File: src/rtl/seven_segment_decoder.sv
// Decodes strobed active-low seven-segment scan traffic back into per-position BCD digits and dot flags.
// Commit lands one edge after a sample run reaches STABLE_CYCLES; inputs are observed passively with no backpressure.
module seven_segment_decoder #(
  parameter int STABLE_CYCLES  = 1,
  parameter int TIMEOUT_CYCLES = 1024
) (
  input  logic        clk_1Hz,
  input  logic        rst,
  input  logic [7:0]  pos,
  input  logic [7:0]  segments,
  output logic [31:0] digit,
  output logic [7:0]  dot,
  output logic [7:0]  valid,
  output logic        frame_done,
  output logic        err
);

  localparam int TW = $clog2(TIMEOUT_CYCLES);
  localparam logic [TW-1:0] TMAX = TW'(TIMEOUT_CYCLES - 1);

  logic [7:0]    samp_pos;
  logic [7:0]    samp_seg;
  logic [3:0]    stab_cnt;
  logic          committed;
  logic [7:0]    seen;
  logic [TW-1:0] tcnt;

  logic [3:0] zcnt;
  logic [2:0] idx;
  logic       same;
  logic       stable_ok;
  logic       commit;
  logic [3:0] dec_digit;
  logic       dec_ill;
  logic       dec_dot;
  logic [7:0] seen_nxt;

  always_comb begin
    zcnt = '0;
    idx  = '0;
    for (int i = 0; i < 8; i++) begin
      if (!samp_pos[i]) begin
        zcnt = zcnt + 4'd1;
        idx  = 3'(i);
      end
    end
  end

  always_comb begin
    dec_ill = 1'b0;
    case (samp_seg[7:1])
      7'b0000001: dec_digit = 4'd0;
      7'b1001111: dec_digit = 4'd1;
      7'b0010010: dec_digit = 4'd2;
      7'b0000110: dec_digit = 4'd3;
      7'b1001100: dec_digit = 4'd4;
      7'b0100100: dec_digit = 4'd5;
      7'b0100000: dec_digit = 4'd6;
      7'b0001111: dec_digit = 4'd7;
      7'b0000000: dec_digit = 4'd8;
      7'b0000100: dec_digit = 4'd9;
      7'b1111111: dec_digit = 4'hF;
      default: begin
        dec_digit = 4'hE;
        dec_ill   = 1'b1;
      end
    endcase
  end

  // A blank position never reports a dot, even if dp is driven low.
  assign dec_dot   = ~samp_seg[0] & (samp_seg[7:1] != 7'b1111111);
  assign same      = ({pos, segments} == {samp_pos, samp_seg});
  assign stable_ok = ({1'b0, stab_cnt} + 5'd1) >= 5'(STABLE_CYCLES);
  assign commit    = stable_ok && !committed && (zcnt == 4'd1);
  assign seen_nxt  = seen | ~samp_pos;

  always_ff @(posedge clk_1Hz or posedge rst) begin
    if (rst) begin
      samp_pos   <= 8'hFF;
      samp_seg   <= 8'hFF;
      stab_cnt   <= '0;
      committed  <= 1'b0;
      seen       <= '0;
      tcnt       <= '0;
      digit      <= 32'hFFFF_FFFF;
      dot        <= '0;
      valid      <= '0;
      frame_done <= 1'b0;
      err        <= 1'b0;
    end else begin
      samp_pos <= pos;
      samp_seg <= segments;
      // A new run starts with committed clear, even on the edge that commits the old one.
      if (same) begin
        if (stab_cnt != 4'hF) stab_cnt <= stab_cnt + 4'd1;
        committed <= committed | commit;
      end else begin
        stab_cnt  <= '0;
        committed <= 1'b0;
      end

      err        <= err | (zcnt > 4'd1) | (commit & dec_ill);
      frame_done <= 1'b0;

      if (commit) begin
        digit[{idx, 2'b00} +: 4] <= dec_digit;
        dot[idx]   <= dec_dot;
        valid[idx] <= 1'b1;
        tcnt       <= '0;
        if (seen_nxt == 8'hFF) begin
          frame_done <= 1'b1;
          seen       <= '0;
        end else begin
          seen <= seen_nxt;
        end
      end else if (tcnt == TMAX) begin
        valid <= '0;
        seen  <= '0;
      end else begin
        tcnt <= tcnt + 1'b1;
      end
    end
  end

endmodule

File: config.mk
export PLATFORM = sky130hd
export DESIGN_NAME = seven_segment_decoder
export DESIGN_NICKNAME = d
export VERILOG_FILES = /design/src/rtl/seven_segment_decoder.sv
export SDC_FILE = /design/constraint.sdc
export NUM_CORES = 1
export LEC_CHECK = 0
export ABC_CLOCK_PERIOD_IN_PS = 7800
export BUFFER_PORTS_ARGS = -buffer_cell sky130_fd_sc_hd__buf_4
export CAP_MARGIN = 30
export CORE_MARGIN = 8
export CORE_UTILIZATION = 55
export CTS_CLUSTER_DIAMETER = 80
export CTS_CLUSTER_SIZE = 12
export DETAILED_ROUTE_END_ITERATION = 7
export GPL_TIMING_DRIVEN = 0
export HOLD_SLACK_MARGIN = 0.08
export PLACE_DENSITY = 0.77
export RECOVER_POWER = 50
export REMOVE_ABC_BUFFERS = 1
export SYNTH_ARGS = -nofsm -noshare
export SYNTH_HDL_FRONTEND = slang
export SYNTH_SLANG_ARGS = --single-unit
File: constraint.sdc
create_clock -name clk_1Hz -period 7.8 [get_ports clk_1Hz]
set_input_delay 1.56 -clock clk_1Hz [delete_from_list [all_inputs] [get_ports clk_1Hz]]
set_output_delay 1.56 -clock clk_1Hz [all_outputs]
set_load 0.05 [all_outputs]
-- After elaboration in Yosys (flattened, before gate mapping)
Cells that the tools add are included.
- flip-flop bits (word level): 89
- latch bits: 0
- bits in writable memories: 0
- ROM bits: 0
- input bits: 18
- output and inout port bits: 50
- memories: 0
- $add $sub $neg: 11
- multipliers: 0
- divide/modulo/power cells: 0
- magnitude comparators: 4
- equal/unequal tests: 18
- shift operators: 2
- mux-type cells: 32
- bitwise operators: 9
- reduce and logical (&&, ||, !) cells: 7
- operators by type and width (operator ; count):
    4-bit one-hot mux with 11 select lines ; 1
    4-bit 2-to-1 mux ; 9
    4-bit by 1-bit adder with 4-bit output, second input constant ; 8
    32-bit bitwise mux ; 1
    8-bit 2-to-1 mux ; 4
    4-bit by 7-bit variable shift with 32-bit output, first input constant ; 1
    4-bit by 7-bit indexed part select with 32-bit output ; 1
    7-bit == test, second input constant ; 3
    10-bit 2-to-1 mux ; 2
    3-bit 2-to-1 mux ; 6
    16-bit == test ; 1
    8-bit OR ; 2
    7-bit by 3-bit == test with 1-bit output, second input constant ; 2
    7-bit by 6-bit == test with 1-bit output, second input constant ; 2
    11-bit OR reduction ; 1
    10-bit by 1-bit adder with 10-bit output, second input constant ; 1
    10-bit == test, second input constant ; 1
    8-bit bitwise mux ; 1
    8-bit == test, second input constant ; 1
    8-bit NOT ; 1
    7-bit by 1-bit == test with 1-bit output, second input constant ; 1
    7-bit by 4-bit == test with 1-bit output, second input constant ; 1
    7-bit by 5-bit == test with 1-bit output, second input constant ; 1
    7-bit logical NOT ; 1
    19 further kinds ; 30

-- Longest topological paths before layout
Gate-level depths: netlist of run 1.
- depth in word-level cells: 19
- depth in mapped cells: 24

-- Least setup slack after synthesis of run 1
No wires, ideal clock.
- path type: flip-flop to flip-flop
- from: register samp_pos[0]
- to: register digit[10]
- data arrival time: 5.347 ns
- setup slack: 2.370 ns
- cell stages (with the launch flop): 24
- path buffers: 2
- cell sequence: dfstp_2 -> inv_1 -> ha_1 -> buf_4 -> xor2_4 -> inv_4 -> ha_1 -> nor3b_1 -> mux2_4 -> a211oi_4 -> ha_1 -> xnor3_1 -> nor2_1 -> a211oi_1 -> a21oi_1 -> ha_1 -> inv_1 -> o32ai_1 -> a211o_1 -> nor4b_1 -> a21oi_1 -> or4_1 -> buf_2 -> mux2_4
- word-level cells in the longest chain between the ends: 17
- ends and longest elaborated chain (element ; RTL line ; source):
    start: declaration ; 21 ; logic [7:0] samp_pos;
    start signal: assignment ; 91 ; samp_pos <= pos;
    1-bit 2-to-1 mux * ; 42 ; if (!samp_pos[i]) begin
    4-bit by 1-bit adder with 4-bit output ; 43 ; zcnt = zcnt + 4'd1;
    4-bit 2-to-1 mux * ; 42 ;
    4-bit by 1-bit adder with 4-bit output ; 43 ;
    4-bit 2-to-1 mux * ; 42 ;
    4-bit by 1-bit adder with 4-bit output ; 43 ;
    4-bit 2-to-1 mux * ; 42 ;
    4-bit by 1-bit adder with 4-bit output ; 43 ;
    4-bit 2-to-1 mux * ; 42 ;
    4-bit by 1-bit adder with 4-bit output ; 43 ;
    4-bit 2-to-1 mux * ; 42 ;
    4-bit by 1-bit adder with 4-bit output ; 43 ;
    4-bit 2-to-1 mux * ; 42 ;
    4-bit by 1-bit adder with 4-bit output ; 43 ;
    4-bit 2-to-1 mux * ; 42 ;
    4-bit by 1-bit == test with 1-bit output * ; 74 ; assign commit = stable_ok && !committed && (zcnt == 4'd1);
    1-bit logical AND * ; 74 ;
    end signal: indexed assignment ; 106 ; digit[{idx, 2'b00} +: 4] <= dec_digit;
    end: declaration ; 11 ; output logic [31:0] digit,
Every way passes the cells marked *; elsewhere a longest branch is shown, timed or not.
A chain may end at the register's enable or synchronous reset.

-- Final worst setup path of run 1
- from: register samp_pos[1]
- to: register digit[8]
- word-level cells in the longest chain between the ends: 15
- elaborated cells between the ends (all ways): 26
- ends and longest elaborated chain (element ; RTL line):
    4-bit 2-to-1 mux ; 42
    4-bit by 1-bit adder with 4-bit output ; 43
    4-bit 2-to-1 mux ; 42
    4-bit by 1-bit adder with 4-bit output ; 43
    4-bit 2-to-1 mux ; 42
    4-bit by 1-bit adder with 4-bit output ; 43
    4-bit 2-to-1 mux ; 42
    4-bit by 1-bit adder with 4-bit output ; 43
    4-bit 2-to-1 mux ; 42
    4-bit by 1-bit adder with 4-bit output ; 43
    4-bit 2-to-1 mux ; 42
    4-bit by 1-bit adder with 4-bit output ; 43
    4-bit 2-to-1 mux ; 42
    4-bit by 1-bit == test with 1-bit output ; 74
    1-bit logical AND ; 74
Several ways; a longest one is shown, not always the timed one.

==> results.toml, run 1 <==
[outcome]
run_status = "complete, but fails checks"
violations = "capacitance limit, slew limit"

[synth]
synth-edff-count = 0
yosys_most_used_dff = "dfstp_2"
yosys.area.top_type = "dfstp_2"
synthTopCellsByArea = "dfstp_2 25%, dfrtp_1 20%, mux2_2 8.3%, xnor2_1 4.5%, ha_1 3.2%"
synthArstFlopShare_pct = 100.0
ys_seq_area_share_pct = 45.30
ys_ff_latch = 89
yosys_warnings = 0
netlist_instances = 464
yosysMostFrequentCell = "dfstp_2"
synth_common_cells = "48 x dfstp_2, 41 x dfrtp_1, 37 x mux2_2"
synthDominantCellAreaShare_pct = 24.98
synth_cell_types = 67
syn_area_per_cell_um2 = 10.88
netlist_area_um2 = 5049

[route]
dr.pass1.iters = 4
vias_per_cell = 5.760
wl_um = 11110
drt-initial-drc-count = 161
vias = 3646
wl_per_cell_um = 17.55
drc = 0
ant_nets = 0

[place]
placed_area_um2 = 5607
placed_cells = 617
io_buffers = 67
gp_congestion = 0.7964
place_hpwl_um = 8019

[floorplan]
core_um2 = 9065
initial_core_util_pct = 55.69
die-height_um = 111.8
rows = 35
die_area_um2 = 12500
io_pins = 68
die_w_um = 111.8

[clock_tree]
htreeDepth = 3
cts.path.max_buffers = 2
cts-resized-gates = 0
cts_setup_buffers = 0
cts_tree = "done"
clockRootBuffer = "clkbuf_8"
cts_sinks = 89
path_clk_slew_ps = 100
cts_buffers = 9
cts_hold_buf = 0
clk_latency_ps = 370

[pwr]
vdd_ir_drop_max_mv = 0.2446
swShare_pct = 42.68
p_clk_share_pct = 18.7
seq_power_share_pct = 38.9
power.internal_mw = 1.027
p_comb_share_pct = 42.4
power_density_nw_per_um2 = 314.1
p_leak_nw = 2.466
p_switching_mw = 0.7644

[worst_setup_path]
arrival_ps = 7030
reg2reg_slack_ps = 1060
start_kind = "register"
cp.required_ps = 8090
crit_type = "reg -> reg"
crit_path_end_kind = "register"
path_max_fanout = 40

[global_route]
met2_usage_pct = 33.20
gr-usage-met3_pct = 3.193
grt.met1_usage_pct = 21.76
grt-ovfl-total = 0
antenna_found_initial = 0
grt_pass1_wl_um = 19090
track_usage_pct = 18.63
top_usage_layer = "met2"
grt_pass1_vias = 3981
grt_max_degree = 50

[sta]
finalCriticalPeriod_ps = 6736
worst_clock_skew_ps = 12.96
final-hold-violation-count = 0
setup_viol = 0
fin_crit_sh_pct = 86.36
timing.fmax_mhz = 148.5
slew_viol_final = 92
worst_pin_slew_ps = 2528
relSlewSlack_pct = -68.53
rsz0062_at_grt = "false"

[run]
drv_cap = 2

[cells_and_area]
fin_cells = 633
fillers = 733
fin_area_um2 = 5702
final_core_util_pct = 62.90
drive_above_1_share_pct = 31.03
n_antenna_cell = 0
area_growth_pct = 12.94
nets = 548

[min_path]
worstHoldPathType = "reg -> reg"
[metal layers]
metal,up-vias,wire (µm)
met2,64,5714
met4,0,200
li1,1754,-
met1,1813,4845
met3,15,345
met5,-,0
[through the flow]
step | setup TNS (ps) | hold slack, ps | setup slack (ps) | power [mW]
after floorplan | 0 | 480.8 | 1248 | 1.259
after global placement | -922.4 | 466.9 | -178.1 | 1.457
after detailed placement | 0 | 471.3 | 1107 | 1.481
after CTS | 0 | 495.9 | 1080 | 1.820
after global routing | 0 | 509.9 | 658.6 | 1.884
final | 0 | 487.2 | 1064 | 1.791
[worst paths after layout]
check,start,to,cells past startpoint
max,samp_pos[1]$_DFF_PP1_,digit[8]$_DFFE_PP1P_,21
min,valid[0]$_DFFE_PP0P_,valid[0]$_DFFE_PP0P_,1
max reg2reg,samp_pos[1]$_DFF_PP1_,digit[8]$_DFFE_PP1P_,21
min reg2reg,valid[0]$_DFFE_PP0P_,valid[0]$_DFFE_PP0P_,1
max in group asynchronous,rst,seen[4]$_DFFE_PP0P_,3
min in group asynchronous,rst,valid[5]$_DFFE_PP0P_,2
[placed cells by master, fill, tap and decap left out, types with 9 or more instances in the layout]
cell type	n
ha_1	13
mux2_2	37
buf_4	41
nand2_1	21
xnor2_1	26
nand3_1	13
nor2_1	19
clkbuf_8	9
inv_1	21
dfrtp_1	41
a21oi_1	15
o21ai_0	9
nand2b_1	13
nor2b_1	13
clkbuf_1	26
dfstp_2	48
[logic make-up after synthesis]
| kind of cell | after synthesis | synth area share [%] |
|---|---|---|
| buffers and inverters | 49 | 4.238 |
| AO/OA/AOI/OAI | 78 | 11.08 |
| XOR/XNOR | 37 | 7.757 |
| flip-flops | 89 | 45.30 |
| AND/OR/NAND/NOR | 151 | 17.67 |
| multiplexers | 47 | 10.73 |
| adder cells (fa/ha/maj) | 13 | 3.222 |
[critical path: stages, from the launching register on]
cell and delay (ps):
dfstp_2 610, inv_1 100, ha_1 670, xor2_4 280
inv_4 80, ha_1 340, nor3b_1 170, mux2_4 300
a211oi_4 330, ha_1 300, xnor3_1 410, nor2_1 50
a211oi_1 220, a21oi_1 60, ha_1 300, inv_1 50
o32ai_1 60, a211o_1 320, nor4b_1 500, a21oi_4 350
or4_1 770, mux2_4 350
[cell type report]
cell class	count	area [µm²]	area share, %
multi-input cells	326	2559	44.88
flip-flops and latches	89	2287	40.11
repair buffers	68	412.9	7.242
clock buffers	10	148.9	2.611
well taps	111	138.9	2.436
inverters	23	90.09	1.580
clock inverters	6	65.06	1.141
[registers in the layout (all words and copies together) (netlist names)]
name        count
digit          32
tcnt           10
dot             8
samp_pos        8
samp_seg        8
seen            8
valid           8
stab_cnt        4
committed       1
err             1
frame_done      1
[power by group through the flow]
stage | logic, mW | registers [mW] | clock network, mW
2_1_floorplan | 0.282 | 0.978 | 0
3_3_place_gp | 0.759 | 0.699 | 0
3_5_place_dp | 0.778 | 0.703 | 0
4_1_cts | 0.782 | 0.697 | 0.341
5_1_grt | 0.814 | 0.712 | 0.357
6_report | 0.760 | 0.697 | 0.335
No activity file was read; power rests on OpenSTA's default activity.
==> run 2, diff against run 1 <==
Settings changed: ABC_AREA from default to 1, CAP_MARGIN 30 to default, PLACE_DENSITY 0.77 to 0.76, TNS_END_PERCENT from default to 1.
==> results.toml, run 2 <==
[outcome]
run_status = "complete, but fails checks"
violations = "capacitance limit, slew limit"

[synth]
ys_seq_area_share_pct = 42.86
synth-edff-count = 0
yosys.area.top_type = "dfstp_2"
synth_mux_area_share_pct = 0
synth_common_cells = "206 x nand2_1, 73 x nand3_1, 68 x nor2_1"
yosysMostFrequentCell = "nand2_1"
synthTopCellsByArea = "dfstp_2 24%, dfrtp_1 19%, nand2_1 14%, nand3_1 6.8%, nand4_1 6.2%"
yosys_most_used_dff = "dfstp_2"
synthDominantCellAreaShare_pct = 23.63
syn_area_per_cell_um2 = 7.580
synth-simple-area-share_pct = 38.64
netlist_area_um2 = 5336
synth_top_family_by_area = "simple AND/OR/NAND/NOR gates"
netlist_instances = 704
synth_xor_area_share_pct = 3.283
synth_cell_types = 34
synthArstFlopShare_pct = 100.0
yosys_warnings = 0
ys_ff_latch = 89
synth_compound_area_share_pct = 4.783
synth_adder_area_share_pct = 3.048

[sta]
worst_pin_slew_ps = 3980
worst_clock_skew_ps = 13.10
finalSetupTns_ps = 0
fin_crit_sh_pct = 69.16
relSlewSlack_pct = -165.3
finalCriticalPeriod_ps = 5395
rsz0062_at_grt = "false"
setup_viol = 0
timing.fmax_mhz = 185.4
slew_viol_final = 76
postLayoutSetupSlackWorst_ps = 2405
final-hold-violation-count = 0
hold_ws_ps = 465.8

[worst_setup_path]
start_kind = "primary input"
reg2reg_slack_ps = 3030
path_max_fanout = 75
cpMaxStageDelayCell = "clkbuf_1"
arrival_ps = 4970
cp_slowest_stage_delay_ps = 2830
reg2reg_depth = 24
rr_startpoint = "samp_pos[1]$_DFF_PP1_"
timing.rr.end = "seen[5]$_DFFE_PP0P_"
path_cells = "clkbuf_4 > clkinvlp_2 > clkbuf_1"
crit_path_end_kind = "async pin"
crit_type = "in -> async"
cp.required_ps = 7370

[cells_and_area]
largest_reg_flops = 32
layout_common_cells = "206 x nand2_1, 73 x nand3_1, 68 x nor2_1"
fin_cells = 897
nets = 790
largest_registers = "digit (32), tcnt (10)"
area_growth_pct = 12.54
mostFrequentLayoutCell = "nand2_1"
n_antenna_cell = 0
fin_area_um2 = 6006
top_register = "digit"
drive_above_1_share_pct = 18.32

[run]
drv_cap = 1

[place]
placed_cells = 880
gp_congestion = 0.8720
place_hpwl_um = 8923
pre_cts_slack_ps = 2685
io_buffers = 67
placed_area_um2 = 5921

[clock_tree]
cts_tree = "done"
cts-resized-gates = 0
cts_setup_buffers = 0
cts.path.max_buffers = 2
clk_latency_ps = 380
path_clk_slew_ps = 80
clockRootBuffer = "clkbuf_8"
cts_buffers = 9
cts_hold_buf = 0
cts_sinks = 89
htreeDepth = 3

[global_route]
grt_pass1_wl_um = 21180
grt_pass1_vias = 4728
antenna_found_initial = 0
track_usage_pct = 19.59
grt-ovfl-total = 0
grt_max_degree = 76

[min_path]
hold_depth = 2
hold_start = "digit[22]$_DFFE_PP1P_"
worstHoldPathType = "reg -> reg"
min_to = "digit[22]$_DFFE_PP1P_"

[route]
wl_per_cell_um = 13.73
ant_nets = 0
vias = 4869
drc = 0
vias_per_cell = 5.428
wl_um = 12320
dr.pass1.iters = 5
drt-initial-drc-count = 372

[pwr]
vdd_ir_drop_max_mv = 0.1391
p_leak_nw = 2.950
power_density_nw_per_um2 = 266.1

[floorplan]
core_um2 = 9594
io_pins = 68
rows = 36
die_area_um2 = 13110
die-height_um = 114.5
initial_core_util_pct = 55.62
die_w_um = 114.5
-- run 2: cell count changes after synthesis, sizes merged, moves of 40 or more --
cell / before / now
nand2: 21 / 214
nand3: 13 / 80
nor2: 19 / 70
nand4: 5 / 53
mux2: 42 / 0
inv: 23 / 63
-- run 2: how the worst max path moves through the flow --
stage / cells past startpoint / slack (ps) / to / from
5_1_grt: 3 / 1450 / dot[0]$_DFFE_PP0P_ / rst
2_1_floorplan: 19 / 2070 / seen[0]$_DFFE_PP0P_ / samp_pos[0]$_DFF_PP1_
6_report: 3 / 2410 / seen[4]$_DFFE_PP0P_ / rst
3_5_place_dp: 23 / 2690 / digit[20]$_DFFE_PP1P_ / samp_pos[0]$_DFF_PP1_
3_3_place_gp: 16 / 570 / seen[6]$_DFFE_PP0P_ / samp_pos[1]$_DFF_PP1_
4_1_cts: 23 / 2650 / digit[20]$_DFFE_PP1P_ / samp_pos[1]$_DFF_PP1_
-- run 2: critical path: cells and delay by family --
family,cells,cell delay (ps)
buffers and inverters,3,3340
-- run 2: cells by family after synthesis --
group,after synthesis
DFF,89
adders and majority gates,13
buffers and inverters,90
xor gates and xnor gates,20
and+or+nand+nor,448
AOI/OAI and AO/OA,44
-- run 2: where the power goes --
| group | total [mW] | leakage, nW | internal (mW) | switching (mW) |
|---|---|---|---|---|
| logic | 0.640 | 1.83 | 0.184 | 0.456 |
| clock network | 0.301 | 0.0887 | 0.125 | 0.176 |
| registers | 0.657 | 1.03 | 0.585 | 0.0722 |
-- run 2: cell type report --
class	instances	area (µm²)
clock inverter	6	42.54
sequential	89	2287
timing repair buffer	70	464.2
multi-input combinational	525	2666
tap	133	166.4
clock buffer	10	137.6
inverter	64	241.5
fill	908	3588
-- run 2: through the flow --
step	utilization [%]	total power [mW]
floorplan	-	1.125
global placement	60.99	1.288
detailed placement	61.71	1.314
CTS	63.59	1.616
global route	62.60	1.700
finish	62.60	1.598
-- run 2: metal layers --
layer,track usage (%),up-vias,part of all wire (%)
met5,0,-,0
met4,8.607,0,1.6
met3,3.850,20,5.3
met2,31.99,126,47
met1,24.60,2286,46
li1,-,2437,-
